## config.mk

```make
export PLATFORM = sky130hd
export DESIGN_NAME = sample_tick_gen
export DESIGN_NICKNAME = d
export VERILOG_FILES = /design/src/rtl/speed_pkg.sv /design/src/rtl/half_cycle_clamp.sv /design/src/rtl/sample_tick_gen.sv
export SDC_FILE = /design/constraint.sdc
export NUM_CORES = 1
export LEC_CHECK = 0
export CORE_MARGIN = 4
export CORE_UTILIZATION = 49
export DETAILED_ROUTE_END_ITERATION = 10
export GPL_TIMING_DRIVEN = 0
export PLACE_DENSITY = 0.83
export SLEW_MARGIN = 10
export SYNTH_ARGS = -nofsm -noshare
export SYNTH_HDL_FRONTEND = slang
export SYNTH_SLANG_ARGS = --single-unit
```

## constraint.sdc

```tcl
create_clock -name clk -period 3.2 [get_ports clk]
set_clock_uncertainty 0.05 [all_clocks]
set_input_delay 0.64 -clock clk [delete_from_list [all_inputs] [get_ports clk]]
set_output_delay 0.64 -clock clk [all_outputs]
set_load 0.05 [all_outputs]
```

## src/rtl/speed_pkg.sv

```systemverilog
// speed_pkg: half-period constants and types shared by the speed-control and sample-rate stages.
package speed_pkg;
   localparam int unsigned HALF_W = 32;
   typedef logic [HALF_W-1:0] half_t;
   localparam half_t DEFAULT_HALF = 32'd1227;
   localparam half_t SPEED_STEP = 32'd5;
   localparam half_t MIN_HALF = 32'd2;
   localparam half_t MAX_HALF = 32'd100000;
endpackage

```

## src/rtl/half_cycle_clamp.sv

```systemverilog
// half_cycle_clamp: limits a requested half-period to [MIN_HALF, MAX_HALF] and flags out-of-range requests.
module half_cycle_clamp
   import speed_pkg::*;
#(
   parameter half_t LO = speed_pkg::MIN_HALF,
   parameter half_t HI = speed_pkg::MAX_HALF
) (
   input  logic [HALF_W-1:0] half_cycle_i,
   output logic [HALF_W-1:0] value_o,
   output logic              out_of_range_o
);
   logic below, above;
   // Unsigned compare, so speed-down wrap-around near 2^32 lands on HI.
   assign below = half_cycle_i < LO;
   assign above = half_cycle_i > HI;
   assign value_o = below ? LO : above ? HI : half_cycle_i;
   assign out_of_range_o = below | above;
endmodule

```

## src/rtl/sample_tick_gen.sv

```systemverilog
// sample_tick_gen: programmable half-period divider producing a square clock and a one-cycle sample strobe.
module sample_tick_gen
   import speed_pkg::*;
#(
   parameter half_t MIN_HALF = speed_pkg::MIN_HALF,
   parameter half_t MAX_HALF = speed_pkg::MAX_HALF,
   parameter half_t DEFAULT_HALF = speed_pkg::DEFAULT_HALF
) (
   input  logic              clk,
   input  logic              reset,
   input  logic [HALF_W-1:0] half_cycle,
   input  logic              enable,
   input  logic              restart,
   output logic              div_clk,
   output logic              sample_tick,
   output logic [HALF_W-1:0] half_active,
   output logic              clamped
);
   half_t cnt_q, cnt_d, half_q, half_d, clamp_val;
   logic div_q, div_d, tick_q, tick_d, clamped_q, clamped_d, oor, terminal;

   half_cycle_clamp #(.LO(MIN_HALF), .HI(MAX_HALF)) u_clamp (
      .half_cycle_i   (half_cycle),
      .value_o        (clamp_val),
      .out_of_range_o (oor)
   );

   // A new half-period is only accepted at a wrap or restart, so cnt_q never exceeds half_q-1.
   always_comb begin
      terminal = enable && (cnt_q == half_q - 1'b1);
      cnt_d = restart ? '0 : !enable ? cnt_q : terminal ? '0 : cnt_q + 1'b1;
      div_d = restart ? 1'b0 : terminal ? ~div_q : div_q;
      tick_d = !restart && terminal && !div_q;
      half_d = (restart || terminal) ? clamp_val : half_q;
      clamped_d = oor;
   end

   always_ff @(posedge clk) begin
      if (reset) begin
         cnt_q <= '0;
         div_q <= 1'b0;
         tick_q <= 1'b0;
         half_q <= DEFAULT_HALF;
         clamped_q <= 1'b0;
      end else begin
         cnt_q <= cnt_d;
         div_q <= div_d;
         tick_q <= tick_d;
         half_q <= half_d;
         clamped_q <= clamped_d;
      end
   end

   assign div_clk = div_q;
   assign sample_tick = tick_q;
   assign half_active = half_q;
   assign clamped = clamped_q;
endmodule

```

# Word level (Yosys, flattened, before mapping)

Cells that the tools add are included.

Flip-flop bits (word level): 67
Bits in latches: 0
Memory bits (writable): 0
Memory bits (read-only): 0
Input bits: 36
Output and inout port bits: 35
Word-level logic and storage cells: 22
Memories: 0

Add/sub/neg operators: 2
Multipliers: 0
Div/mod/pow operators: 0
Order comparisons: 2
Equality and inequality tests: 1
Shift-type cells: 0
Multiplexer cells: 3
Bitwise gates (word level): 2
Reductions and logical operators: 7

Operator list:

| kind                                                                              | number |
|---|---|
| 32-bit two-way mux                                                                | 3 |
| 32-bit by 1-bit adder with 32-bit output, second input constant                   | 1 |
| 32-bit == test                                                                    | 1 |
| 32-bit by 17-bit greater-than comparator with 1-bit output, second input constant | 1 |
| 32-bit by 2-bit < comparator with 1-bit output, second input constant             | 1 |
| 32-bit by 1-bit subtractor with 32-bit output, second input constant              | 1 |
| 1-bit logical AND                                                                 | 3 |
| 1-bit logical NOT                                                                 | 2 |
| 2-bit OR reduction                                                                | 1 |
| 1-bit logical OR                                                                  | 1 |
| 1-bit inverter                                                                    | 1 |
| 1-bit bitwise OR                                                                  | 1 |

# Logic depth before layout (Yosys ltp)

Gate-level depths: netlist (run 1).

Depth in word-level cells: 5
Mapped depth: 13
Depth with buffers taken out: 10

# Modules after synthesis

Synthesis (run 1) repeated with hierarchy kept, for this count alone.

Cells, all modules: 540
Area, all modules: 4464.3 µm²

By module, submodules not included:

| module           | times used | cells each | area each (µm²) | seq. area each (µm²) |
|---|---|---|---|---|
| sample_tick_gen  | 1          | 483        | 4075.2          | 1341.3 |
| half_cycle_clamp | 1          | 57         | 389.1           | 0.0 |

# Worst setup path after synthesis (run 1)

OpenSTA, ideal clock, no wires.

Path type: register to register
Start point: register half_q[2] (netlist: half_active[2])
End point: register half_q[28] (netlist: half_active[28])
Setup time: 113 ps
Arrival time: 3542 ps
Data required time: 3037 ps
Slack: -505 ps
Cell stages (with the launch flop): 12
Buffers on the path: 3
Period minus slack after synthesis: 3705 ps
Cells stage by stage: dfxtp_1 buf_6 nor4_4 nand4_2 or4_1 mux2_2 o22ai_1 or4_1 buf_6 o31a_1 buf_6 and2_4

Longest elaborated chain between the ends: 4

Ends and longest elaborated chain:

| item                                          | line                  | source |
|---|---|---|
| start, declared                               | sample_tick_gen.sv:19 | `half_t cnt_q, cnt_d, half_q, half_d, clamp_val;` |
| start signal, assigned                        | sample_tick_gen.sv:49 | `half_q <= half_d;` |
| 32-bit by 1-bit subtractor with 32-bit output | sample_tick_gen.sv:30 | `terminal = enable && (cnt_q == half_q - 1'b1);` |
| 32-bit == test                                | sample_tick_gen.sv:30 |  |
| 1-bit logical AND                             | sample_tick_gen.sv:30 |  |
| 1-bit logical OR                              | sample_tick_gen.sv:34 | `half_d = (restart \|\| terminal) ? clamp_val : half_q;` |

No other way between the ends.
A chain may end at the register's enable or synchronous reset.

# Worst setup path in the final report (run 1)

Start point: register half_q[22] (netlist: half_active[22])
End point: register cnt_q[6]

Longest elaborated chain between the ends: 4

Ends and longest elaborated chain:

| item                                          | line                  | source |
|---|---|---|
| 32-bit by 1-bit subtractor with 32-bit output | sample_tick_gen.sv:30 |  |
| 32-bit == test                                | sample_tick_gen.sv:30 |  |
| 1-bit logical AND                             | sample_tick_gen.sv:30 |  |
| 32-bit two-way mux                            | sample_tick_gen.sv:31 | `cnt_d = restart ? '0 : !enable ? cnt_q : terminal ? '0 : cnt_q + 1'b1;` |
| end signal, assigned                          | sample_tick_gen.sv:46 | `cnt_q <= cnt_d;` |
| end, declared                                 | sample_tick_gen.sv:19 |  |

No other way between the ends.

==> impl_metrics.prom, run 1 <==
# TYPE chip_impl_metric gauge
chip_impl_info{name="run_status",value="finished with violations"} 1
chip_impl_info{name="violations_in_the_final_reports",value="negative setup slack"} 1
chip_impl_metric{name="route.detailed.drc",unit=""} 0
chip_impl_metric{name="nNetsFinal",unit=""} 658
chip_impl_metric{name="net-switching-power",unit="mW"} 0.505
chip_impl_metric{name="wl_per_cell",unit="um"} 21.1
chip_impl_metric{name="track_usage",unit="%"} 27.6
chip_impl_info{name="worstSetupPathType",value="reg -> reg"} 1
chip_impl_metric{name="timing.hold.worst_path_depth",unit=""} 1
chip_impl_metric{name="timing.critical_path.slowest_cell_delay",unit="ns"} 0.64
chip_impl_metric{name="synth.top_cell.area_share",unit="%"} 32.0
chip_impl_metric{name="die_w",unit="um"} 101
chip_impl_metric{name="post_synth_num_cell_types",unit=""} 62
chip_impl_metric{name="detail_route.vias_per_cell",unit=""} 6.64
chip_impl_metric{name="number_of_antenna_violations_at_the_first_check_in_global_routing",unit=""} 0
chip_impl_metric{name="cts.sinks",unit=""} 67
chip_impl_metric{name="ys_warn_count",unit=""} 0
chip_impl_info{name="worst_setup_path_end_kind",value="flop"} 1
chip_impl_metric{name="setup_tns",unit="ns"} -22.37
chip_impl_metric{name="leakage",unit="nW"} 2.10
chip_impl_metric{name="grt_pass1_vias",unit=""} 4574
chip_impl_metric{name="layout.cell_area.non_filler",unit="um^2"} 6030
chip_impl_metric{name="fp.dieArea",unit="um^2"} 10100
chip_impl_metric{name="floorplan.rows",unit=""} 33
chip_impl_metric{name="final.period_utilization",unit="%"} 113
chip_impl_metric{name="place_inst",unit=""} 677
chip_impl_info{name="cp-start-kind",value="flop"} 1
chip_impl_metric{name="grt_first_pass_wirelength",unit="um"} 22400
chip_impl_info{name="setup_repair_after_global_routing_missed_its_margin",value="yes"} 1
chip_impl_metric{name="post-route-worst-setup-slack",unit="ns"} -0.432
chip_impl_metric{name="syn2layout_area_growth",unit="%"} 43.6
chip_impl_metric{name="min_period",unit="ns"} 3.63
chip_impl_metric{name="critPathMaxFanout",unit=""} 8
chip_impl_metric{name="dpl_cell_area",unit="um^2"} 5070
chip_impl_metric{name="die_height",unit="um"} 101
chip_impl_metric{name="achievable-frequency",unit="MHz"} 275
chip_impl_info{name="hp-class",value="reg -> reg"} 1
chip_impl_metric{name="slew-limit-headroom",unit="%"} 53.5
chip_impl_metric{name="num-fill-cells",unit=""} 533
chip_impl_metric{name="initialDrtViolationCount",unit=""} 761
chip_impl_info{name="cts_tree",value="built"} 1
chip_impl_info{name="cp_slowest_cell",value="or4_4"} 1
chip_impl_metric{name="cp.buffers_inverters",unit=""} 3
chip_impl_info{name="crit-reg2reg-launch",value="half_active[22]"} 1
chip_impl_metric{name="syn_nets",unit=""} 542
chip_impl_metric{name="clockBufferDepth",unit=""} 2
chip_impl_metric{name="gr_ovfl_total",unit=""} 0
chip_impl_metric{name="number_of_enable_flip_flop_cells_after_synthesis",unit=""} 0
chip_impl_metric{name="syn_area",unit="um^2"} 4200
chip_impl_metric{name="ys_async_sr_fraction",unit="%"} 0
chip_impl_info{name="endpoint",value="cnt_q[6]"} 1
chip_impl_info{name="ctsRootBufferMaster",value="clkbuf_8"} 1
chip_impl_metric{name="clkTransAtPathRegs",unit="ns"} 0.08
chip_impl_info{name="synth_area_leader_cell",value="dfxtp_1"} 1
chip_impl_metric{name="weighted_congestion_at_the_end_of_routability_driven_global_placement",unit=""} 0.919
chip_impl_metric{name="final-max-slew-violation-count",unit=""} 0
chip_impl_metric{name="ioPinCount",unit=""} 71
chip_impl_metric{name="power.density",unit="nW/um^2"} 308
chip_impl_metric{name="syn_area_per_cell",unit="um^2"} 8.33
chip_impl_metric{name="floorplan.initialDensity",unit="%"} 50.8
chip_impl_metric{name="synth-seq-area-share",unit="%"} 32.0
chip_impl_metric{name="synth.ff_latch_count",unit=""} 67
chip_impl_metric{name="finalHoldWorstSlack",unit="ns"} 0.473
chip_impl_metric{name="antenna_left",unit=""} 0
chip_impl_metric{name="required",unit="ns"} 3.40
chip_impl_metric{name="drv_cap",unit=""} 0
chip_impl_metric{name="routed-via-count",unit=""} 4847
chip_impl_metric{name="routed_wl",unit="um"} 15400
chip_impl_metric{name="worst_path_depth",unit=""} 10
chip_impl_metric{name="cts.hold.buffers_added",unit=""} 0
chip_impl_metric{name="share_comb_of_total_power",unit="%"} 15.2
chip_impl_metric{name="hold_violations",unit=""} 0
chip_impl_metric{name="antennaDiodeCount",unit=""} 0
chip_impl_metric{name="worstRegToRegCells",unit=""} 10
chip_impl_metric{name="power.internal",unit="mW"} 1.35
chip_impl_metric{name="synthesis.instances",unit=""} 504
chip_impl_metric{name="clock_insertion_delay_worst_skew",unit="ns"} 0.36
chip_impl_metric{name="switching_share",unit="%"} 27.2
chip_impl_metric{name="worst_path_arrival_time",unit="ns"} 3.83
chip_impl_info{name="critPathMostFrequentCell",value="nor4_1"} 1
chip_impl_info{name="timing.rr.end",value="cnt_q[6]"} 1
chip_impl_metric{name="layout-drive-gt1-share",unit="%"} 27.8
chip_impl_metric{name="report.final.setup_viol",unit=""} 64
chip_impl_metric{name="power_frac_seq",unit="%"} 46.4
chip_impl_info{name="timing.critical_path.max_delay_family",value="simple AND/OR/NAND/NOR gates"} 1
chip_impl_metric{name="share_clk_of_total_power",unit="%"} 38.5
chip_impl_metric{name="clock_tree.htree_level_count",unit=""} 3
chip_impl_info{name="cp_cell_sequence",value="nor4_1 > nand4_1 > nor4_1 > o22ai_1 > or4_4 > o31ai_4 > buf_12 > buf_6 > buf_8 > nor2_1"} 1
chip_impl_metric{name="cts_made_buffers",unit=""} 9
chip_impl_metric{name="detailedRoute.firstPassIterationCount",unit=""} 5
chip_impl_metric{name="hpwl",unit="um"} 9140
chip_impl_info{name="netlist_top_cells_area",value="dfxtp_1 (32%), xnor2_1 (7.7%), xor2_1 (6.1%)"} 1
chip_impl_metric{name="max_slew.worst_pin.slew",unit="ns"} 0.693
chip_impl_metric{name="r2r_setup_slack",unit="ns"} -0.43
chip_impl_metric{name="grt_max_degree",unit=""} 12
chip_impl_info{name="synth_flop_cell",value="dfxtp_1"} 1
chip_impl_metric{name="layout.cells.non_filler",unit=""} 730
chip_impl_metric{name="vdd.ir_drop.worst",unit="uV"} 206
chip_impl_metric{name="design.core.area",unit="um^2"} 8260
chip_impl_metric{name="port_buffers",unit=""} 68
chip_impl_info{name="startpoint",value="half_active[22]"} 1
==> cells in the mapped netlist (11+ instances only) <==
master	count
xnor2_1	37
nand2_1	27
nor2_1	57
nor3_1	29
inv_1	20
clkbuf_1	13
dfxtp_1	67
nand3_1	19
xor2_1	29
a21oi_1	11
nor4_1	21
nand4_1	12
==> power groups by stage <==
stage | logic (mW) | clock network (mW) | registers (mW)
floorplan | 0.0879 | 0 | 0.899
global placement | 0.196 | 0 | 0.875
detailed placement | 0.201 | 0 | 0.875
CTS | 0.245 | 0.714 | 0.857
global route | 0.292 | 0.741 | 0.862
finish | 0.282 | 0.715 | 0.861
==> cell type report <==
class | count | area [um^2] | share of cell area [%]
multi-input cells | 391 | 3040 | 50.5
flip-flops and latches | 67 | 1380 | 22.9
repair buffers | 116 | 1090 | 18.1
clock buffers | 11 | 141 | 2.35
well taps | 105 | 131 | 2.18
plain buffers | 15 | 114 | 1.89
inverters | 20 | 75.1 | 1.25
clock inverters | 5 | 52.6 | 0.872
==> sequential cells by signal (all words and copies together), names as in the netlist <==
| name | cells |
|---|---|
| sample_tick | 1 |
| clamped | 1 |
| cnt_q | 32 |
| half_active | 32 |
| div_clk | 1 |
==> repair_timing <==
item	CTS	global route
resized for setup	47	45
pin swaps	23	14
setup buffers	34	12
gates cloned	2	0
endpoints found under the setup margin	66	66
==> per-stage QoR <==
step           setup slack, ns  total power [mW]  utilization, %
2_1_floorplan           -0.215             0.987               -
3_3_place_gp            -0.569              1.07            61.4
3_5_place_dp            -0.694              1.08            61.4
4_1_cts                 -0.257              1.82            69.3
5_1_grt                 -0.384              1.89            73.0
6_report                -0.432              1.86            73.0
==> layout by cell type (no fill, tap or decap), types with 4 or more instances in the layout <==
cell type	count
a211oi_1	6
a21oi_1	10
a311oi_1	6
a31oi_1	6
and2_4	14
and3_1	9
buf_4	42
buf_6	9
clkbuf_1	8
clkbuf_8	10
clkdlybuf4s50_1	68
dfxtp_1	52
dfxtp_2	8
dfxtp_4	7
inv_1	20
nand2_1	26
nand2b_1	5
nand3_1	18
nand4_1	12
nor2_1	48
nor2_2	8
nor3_1	20
nor3_2	4
nor3_4	6
nor4_1	16
nor4_4	6
o211ai_1	4
o21ai_0	7
o2bb2ai_2	4
or3_1	5
or3_4	5
or4_4	7
xnor2_1	36
xor2_1	29
==> kinds of logic after synthesis <==
logic type	share of synthesized area, %
compound gates	15.8
xor+xnor	13.8
fa+ha+maj	0.596
buf+inv	5.64
flops	32.0
mux	0.775
simple gates	31.4
==> worst min path at each step <==
stage | to | start
after CTS | cnt_q[15] | cnt_q[15]
after global routing | half_active[31] | half_active[31]
after global placement | cnt_q[15] | cnt_q[15]
final | half_active[31] | half_active[31]
after floorplan | cnt_q[15] | cnt_q[15]
after detailed placement | cnt_q[15] | cnt_q[15]
==> per-layer routing <==
layer,up-vias,track usage (%),part of all wire (%)
li1,2074,-,-
met1,2253,34.1,36
met2,406,46.4,47
met3,114,5.67,11
met4,0,11.9,5.9
met5,-,0,0
(Power assumes the default switching activity.)
==> inputs of run 2 (changes only) <==
Settings changed: CAP_MARGIN set to 5, SETUP_SLACK_MARGIN set to 0.05.
==> run 2 against run 1 <==
- the flow still finishes with violations (negative setup slack)
- global-route usage fell by 2.1 points
- highest routed layer unchanged
- first-iteration DRC count fell by 49%
- sequential cell count did not move
- design area rose by 0.93%
- sequential share of layout area fell by 0.21 points
- via count fell by 4.6%
- fmax rose by 1.2%
- combinational power barely moved
- critical path type unchanged
- power rose by 0.36%
- clock power rose by 2%
- non-clock buffer count rose by 5
- wire length fell by 6.2%
==> impl_metrics.prom, run 2 (same netlist as run 1, synthesis figures left out) <==
# TYPE chip_impl_metric gauge
chip_impl_metric{name="worst_path_arrival_time",unit="ns"} 3.76
chip_impl_info{name="cp-start-kind",value="flop"} 1
chip_impl_metric{name="track_usage",unit="%"} 25.5
chip_impl_metric{name="nNetsFinal",unit=""} 663
chip_impl_metric{name="weighted_congestion_at_the_end_of_routability_driven_global_placement",unit=""} 0.956
chip_impl_metric{name="die_height",unit="um"} 101
chip_impl_metric{name="clkTransAtPathRegs",unit="ns"} 0.08
chip_impl_info{name="run_status",value="finished with violations"} 1
chip_impl_metric{name="grt_first_pass_wirelength",unit="um"} 20400
chip_impl_info{name="ctsRootBufferMaster",value="clkbuf_8"} 1
chip_impl_metric{name="dpl_cell_area",unit="um^2"} 5070
chip_impl_info{name="worst_setup_path_end_kind",value="flop"} 1
chip_impl_metric{name="report.final.setup_viol",unit=""} 65
chip_impl_metric{name="vdd.ir_drop.worst",unit="uV"} 178
chip_impl_metric{name="cp.buffers_inverters",unit=""} 5
chip_impl_metric{name="max_slew.worst_pin.slew",unit="ns"} 0.841
chip_impl_metric{name="detailedRoute.firstPassIterationCount",unit=""} 5
chip_impl_metric{name="antennaDiodeCount",unit=""} 0
chip_impl_metric{name="cts.sinks",unit=""} 67
chip_impl_metric{name="initialDrtViolationCount",unit=""} 387
chip_impl_metric{name="clock_tree.htree_level_count",unit=""} 3
chip_impl_metric{name="ioPinCount",unit=""} 71
chip_impl_metric{name="drv_cap",unit=""} 0
chip_impl_metric{name="place_inst",unit=""} 677
chip_impl_metric{name="required",unit="ns"} 3.37
chip_impl_metric{name="slew-limit-headroom",unit="%"} 43.5
chip_impl_metric{name="power.density",unit="nW/um^2"} 306
chip_impl_metric{name="design.core.area",unit="um^2"} 8260
chip_impl_metric{name="clockBufferDepth",unit=""} 2
chip_impl_metric{name="layout.cell_area.non_filler",unit="um^2"} 6080
chip_impl_metric{name="leakage",unit="nW"} 2.12
chip_impl_info{name="layout_common_cells",value="clkdlybuf4s50_1 (68), dfxtp_1 (52), nor2_1 (40), xnor2_1 (37), buf_4 (35)"} 1
chip_impl_metric{name="floorplan.rows",unit=""} 33
chip_impl_metric{name="hpwl",unit="um"} 9070
chip_impl_metric{name="route.detailed.drc",unit=""} 0
chip_impl_metric{name="antenna_left",unit=""} 0
chip_impl_metric{name="detail_route.vias_per_cell",unit=""} 6.29
chip_impl_info{name="hp-class",value="reg -> reg"} 1
chip_impl_metric{name="timing.critical_path.slowest_cell_delay",unit="ns"} 0.53
chip_impl_metric{name="routed-via-count",unit=""} 4622
chip_impl_metric{name="cts_made_buffers",unit=""} 9
chip_impl_metric{name="final.period_utilization",unit="%"} 112
chip_impl_info{name="setup_repair_after_global_routing_missed_its_margin",value="yes"} 1
chip_impl_info{name="violations_in_the_final_reports",value="negative setup slack"} 1
chip_impl_metric{name="layout-drive-gt1-share",unit="%"} 29.2
chip_impl_info{name="cts_tree",value="built"} 1
chip_impl_metric{name="final_core_utilization",unit="%"} 73.7
chip_impl_metric{name="hold_violations",unit=""} 0
chip_impl_metric{name="final-max-slew-violation-count",unit=""} 0
chip_impl_metric{name="grt_pass1_vias",unit=""} 4257
chip_impl_metric{name="min_period",unit="ns"} 3.59
chip_impl_metric{name="critPathMaxFanout",unit=""} 7
chip_impl_metric{name="floorplan.initialDensity",unit="%"} 50.8
chip_impl_info{name="cp_cell_sequence",value="nor4_4 > buf_4 > nand4_4 > buf_6 > o31a_1 > or4_4 > or4_4 > buf_6 > buf_4 > buf_6 > o311ai_2 > o211ai_1"} 1
chip_impl_metric{name="dp_slack",unit="ns"} -0.770
chip_impl_info{name="timing.critical_path.max_delay_family",value="simple AND/OR/NAND/NOR gates"} 1
chip_impl_metric{name="cts.hold.buffers_added",unit=""} 0
chip_impl_metric{name="achievable-frequency",unit="MHz"} 279
chip_impl_metric{name="wl_per_cell",unit="um"} 19.6
chip_impl_metric{name="fp.dieArea",unit="um^2"} 10100
chip_impl_metric{name="number_of_antenna_violations_at_the_first_check_in_global_routing",unit=""} 0
chip_impl_metric{name="finalHoldWorstSlack",unit="ns"} 0.485
chip_impl_metric{name="routed_wl",unit="um"} 14400
chip_impl_metric{name="clock_insertion_delay_worst_skew",unit="ns"} 0.36
chip_impl_metric{name="layout.cells.non_filler",unit=""} 735
chip_impl_metric{name="grt_max_degree",unit=""} 12
chip_impl_info{name="critPathMostFrequentCell",value="buf_6"} 1
chip_impl_info{name="layout.cells.most_common",value="clkdlybuf4s50_1"} 1
chip_impl_info{name="cp_slowest_cell",value="or4_4"} 1
chip_impl_metric{name="port_buffers",unit=""} 68
chip_impl_metric{name="post-route-worst-setup-slack",unit="ns"} -0.390
chip_impl_metric{name="syn2layout_area_growth",unit="%"} 45.0
chip_impl_info{name="worstSetupPathType",value="reg -> reg"} 1
chip_impl_metric{name="die_w",unit="um"} 101
chip_impl_metric{name="gr_ovfl_total",unit=""} 0
==> run 2: changes by cell type in the layout (fill, tap and decap cells not counted), sizes merged <==
cell	previous run	this run
clkbuf	18	22
buf	56	57
==> run 2: per-layer routing <==
layer	vias up	global-route usage (%)	wire length [um]
met5	-	0	0
met4	0	14.8	896
met1	2157	30.5	5390
li1	2085	-	-
met3	87	5.74	1300
met2	293	41.7	6840
==> run 2: repair_timing <==
| item | CTS | global route |
|---|---|---|
| buffers inserted | 22 | 22 |
| cloned | 2 | 1 |
| pin swaps | 9 | 15 |
| setup endpoints to repair | 66 | 66 |
| resized for setup | 38 | 71 |
==> run 2: per-stage QoR <==
step | power [mW] | TNS, ns
floorplan | 0.987 | -9.72
global placement | 1.07 | -35.42
detailed placement | 1.08 | -37.74
CTS | 1.82 | -16.75
global route | 1.92 | -28.96
finish | 1.86 | -19.65
==> run 2: final cells by class <==
cell class / instances / area, um^2
Timing Repair Buffer: 115 / 1110
Buffer: 21 / 166
Sequential cell: 67 / 1380
Inverter: 20 / 75.1
Tap cell: 105 / 131
Multi-Input combinational cell: 391 / 3030
Clock buffer: 11 / 141
Fill cell: 577 / 2170
Clock inverter: 5 / 52.6
==> run 2: report_power, final <==
| group | switching, mW | internal [mW] | total [mW] | leakage, nW |
|---|---|---|---|---|
| Combinational | 0.141 | 0.138 | 0.279 | 1.47 |
| Sequential | 0.0188 | 0.841 | 0.859 | 0.547 |
| Clock | 0.348 | 0.377 | 0.726 | 0.0991 |
| Total | 0.508 | 1.36 | 1.86 | 2.12 |
==> run 2: worst paths after layout <==
kind	startpoint	cells past startpoint	endpoint	slack [ns]
worst max-delay path	half_active[2]	12	half_active[6]	-0.39
worst min-delay path	half_active[30]	1	half_active[30]	0.49
worst max register to register	half_active[2]	12	half_active[6]	-0.39
worst min register to register	half_active[30]	1	half_active[30]	0.49
==> inputs of run 3 (changes only) <==
Settings changed: CELL_PAD_IN_SITES_DETAIL_PLACEMENT set to 2, CELL_PAD_IN_SITES_GLOBAL_PLACEMENT set to 2, CORE_UTILIZATION 49 to 29, CTS_CLUSTER_SIZE set to 12, PLACE_DENSITY 0.83 to 0.82.
==> run 3 against run 2 <==
- the flow still finishes with violations (negative setup slack)
- critical endpoint is now half_active[0]
- utilization fell by 29 points
- highest routed layer unchanged
- non-clock buffer count shrank 9
- worst setup slack got worse by 0.058 ns
- cell count increased by 9.0%
- largest power group is now the clock network
==> impl_metrics.prom, run 3 (same netlist as run 1, synthesis figures left out) <==
# TYPE chip_impl_metric gauge
chip_impl_info{name="run_status",value="finished with violations"} 1
chip_impl_info{name="violations_in_the_final_reports",value="negative setup slack"} 1
chip_impl_metric{name="cts_made_buffers",unit=""} 9
chip_impl_metric{name="cts.sinks",unit=""} 67
chip_impl_info{name="timing.rr.end",value="half_active[0]"} 1
chip_impl_metric{name="clkTransAtPathRegs",unit="ns"} 0.06
chip_impl_metric{name="drv_cap",unit=""} 0
chip_impl_metric{name="timing.hold.worst_path_depth",unit=""} 1
chip_impl_metric{name="min_period",unit="ns"} 3.65
chip_impl_info{name="startpoint",value="half_active[16]"} 1
chip_impl_metric{name="achievable-frequency",unit="MHz"} 274
chip_impl_metric{name="worst_path_arrival_time",unit="ns"} 3.88
chip_impl_metric{name="weighted_congestion_at_the_end_of_routability_driven_global_placement",unit=""} 0.885
chip_impl_metric{name="num-fill-cells",unit=""} 1486
chip_impl_metric{name="detail_route.vias_per_cell",unit=""} 5.71
chip_impl_metric{name="layout-drive-gt1-share",unit="%"} 30.0
chip_impl_info{name="hp-class",value="reg -> reg"} 1
chip_impl_metric{name="number_of_antenna_violations_at_the_first_check_in_global_routing",unit=""} 0
chip_impl_info{name="ctsRootBufferMaster",value="clkbuf_16"} 1
chip_impl_metric{name="cts.hold.buffers_added",unit=""} 0
chip_impl_metric{name="r2r_setup_slack",unit="ns"} -0.45
chip_impl_metric{name="place_inst",unit=""} 752
chip_impl_metric{name="antennaDiodeCount",unit=""} 0
chip_impl_metric{name="die_w",unit="um"} 128
chip_impl_metric{name="gr_ovfl_total",unit=""} 0
chip_impl_metric{name="design.core.area",unit="um^2"} 14000
chip_impl_metric{name="grt_max_degree",unit=""} 11
chip_impl_metric{name="floorplan.initialDensity",unit="%"} 29.9
chip_impl_metric{name="final-max-slew-violation-count",unit=""} 0
chip_impl_metric{name="track_usage",unit="%"} 21.7
chip_impl_metric{name="clockBufferDepth",unit=""} 2
chip_impl_metric{name="initialDrtViolationCount",unit=""} 241
chip_impl_info{name="cp-start-kind",value="flop"} 1
chip_impl_metric{name="antenna_left",unit=""} 0
chip_impl_metric{name="floorplan.rows",unit=""} 43
chip_impl_metric{name="clock_tree.htree_level_count",unit=""} 3
chip_impl_metric{name="clock_insertion_delay_worst_skew",unit="ns"} 0.35
chip_impl_info{name="layout.cells.most_common",value="clkdlybuf4s50_1"} 1
chip_impl_metric{name="die_height",unit="um"} 128
chip_impl_metric{name="layout.cells.non_filler",unit=""} 801
chip_impl_metric{name="power.density",unit="nW/um^2"} 325
chip_impl_info{name="cp_cell_sequence",value="or2_4 > or3_4 > or3_4 > o31a_1 > or4_4 > or4_4 > buf_6 > buf_6 > o31ai_4 > a311o_1"} 1
chip_impl_metric{name="max_slew.worst_pin.slew",unit="ns"} 0.757
chip_impl_info{name="crit-reg2reg-launch",value="half_active[16]"} 1
chip_impl_metric{name="critPathMaxFanout",unit=""} 5
chip_impl_metric{name="nNetsFinal",unit=""} 654
chip_impl_metric{name="final.period_utilization",unit="%"} 114
chip_impl_metric{name="route.detailed.drc",unit=""} 0
chip_impl_metric{name="report.final.setup_viol",unit=""} 66
chip_impl_metric{name="cp.buffers_inverters",unit=""} 2
chip_impl_metric{name="hpwl",unit="um"} 12000
chip_impl_metric{name="routed-via-count",unit=""} 4575
chip_impl_metric{name="required",unit="ns"} 3.43
chip_impl_info{name="cp_slowest_cell",value="or4_4"} 1
chip_impl_info{name="hold_path.startpoint",value="half_active[30]"} 1
chip_impl_metric{name="fp.dieArea",unit="um^2"} 16500
chip_impl_metric{name="hold_violations",unit=""} 0
chip_impl_metric{name="worstRegToRegCells",unit=""} 10
chip_impl_metric{name="grt_pass1_vias",unit=""} 5043
chip_impl_info{name="worst_setup_path_end_kind",value="flop"} 1
chip_impl_metric{name="final_core_utilization",unit="%"} 44.8
chip_impl_metric{name="wl_per_cell",unit="um"} 24.2
chip_impl_metric{name="vdd.ir_drop.worst",unit="uV"} 338
chip_impl_info{name="timing.critical_path.max_delay_family",value="simple AND/OR/NAND/NOR gates"} 1
chip_impl_info{name="whs_endpoint",value="half_active[30]"} 1
chip_impl_metric{name="detailedRoute.firstPassIterationCount",unit=""} 6
chip_impl_metric{name="grt_first_pass_wirelength",unit="um"} 28000
chip_impl_metric{name="slew-limit-headroom",unit="%"} 49.2
chip_impl_info{name="layout_common_cells",value="clkdlybuf4s50_1 (68), dfxtp_1 (53), xnor2_1 (36), buf_4 (30)"} 1
chip_impl_metric{name="leakage",unit="nW"} 2.14
chip_impl_metric{name="port_buffers",unit=""} 68
chip_impl_metric{name="setup_tns",unit="ns"} -25.06
chip_impl_metric{name="syn2layout_area_growth",unit="%"} 49.8
chip_impl_info{name="cts_tree",value="built"} 1
chip_impl_metric{name="post-route-worst-setup-slack",unit="ns"} -0.448
chip_impl_metric{name="ioPinCount",unit=""} 71
chip_impl_metric{name="timing.critical_path.slowest_cell_delay",unit="ns"} 0.54
chip_impl_metric{name="routed_wl",unit="um"} 19400
chip_impl_info{name="worstSetupPathType",value="reg -> reg"} 1
chip_impl_info{name="setup_repair_after_global_routing_missed_its_margin",value="yes"} 1
run 3: cell types whose count changed in the layout (fill, tap and decap cells not counted), sizes merged:
cell and delta:
buf -10, clkbuf +2, bufinv -1, clkinv +1, clkinvlp -1
run 3: metrics by stage:
stage | power (mW) | hold slack, ns | instance area, um^2 | worst slack, ns
4_1_cts | 2.02 | 0.479 | 5980 | -0.337
6_report | 2.04 | 0.483 | 6290 | -0.448
5_1_grt | 2.12 | 0.506 | 6290 | -0.536
3_5_place_dp | 1.09 | 0.469 | 5160 | -0.901
3_3_place_gp | 1.08 | 0.456 | 5160 | -0.794
2_1_floorplan | 0.987 | 0.437 | 4260 | -0.215
run 3: routing by layer:
metal,vias up,wire length [um],track usage [%],share of wire [%]
met4,0,722,6.99,3.7
li1,2071,-,-,-
met5,-,0,0,0
met2,130,10100,39.5,52
met1,2316,7960,25.3,41
met3,58,644,4.29,3.3
run 3: power by group:
| part | total, mW | leakage [nW] | switching, mW | internal, mW |
|---|---|---|---|---|
| clock network | 0.886 | 0.125 | 0.370 | 0.516 |
| logic | 0.293 | 1.47 | 0.154 | 0.140 |
| registers | 0.862 | 0.545 | 0.0195 | 0.843 |
run 3: area by class of cell:
cell class	count	area, um^2	area share [%]
repair buffers	108	1080	17.1
multi-input cells	391	3130	49.8
plain buffers	19	154	2.45
clock buffers	12	236	3.76
flip-flops and latches	67	1370	21.8
clock inverters	4	17.5	0.279
well taps	180	225	3.58
inverters	20	75.1	1.19
run 3: timing repair:
action                                  4_1_cts  5_1_grt
pin swaps                                    10       17
buffers inserted                             30        6
resized for setup                            67       55
cloned                                        1        3
hold endpoints to repair                      0        0
endpoints found under the setup margin       66       66
run 3: worst max path at each step:
stage	end	slack, ns	cells after the start
3_3_place_gp	half_active[2]	-0.79	8
4_1_cts	half_active[17]	-0.34	10
3_5_place_dp	half_active[2]	-0.90	8
5_1_grt	half_active[15]	-0.54	10
2_1_floorplan	half_active[28]	-0.21	10
6_report	half_active[0]	-0.45	10
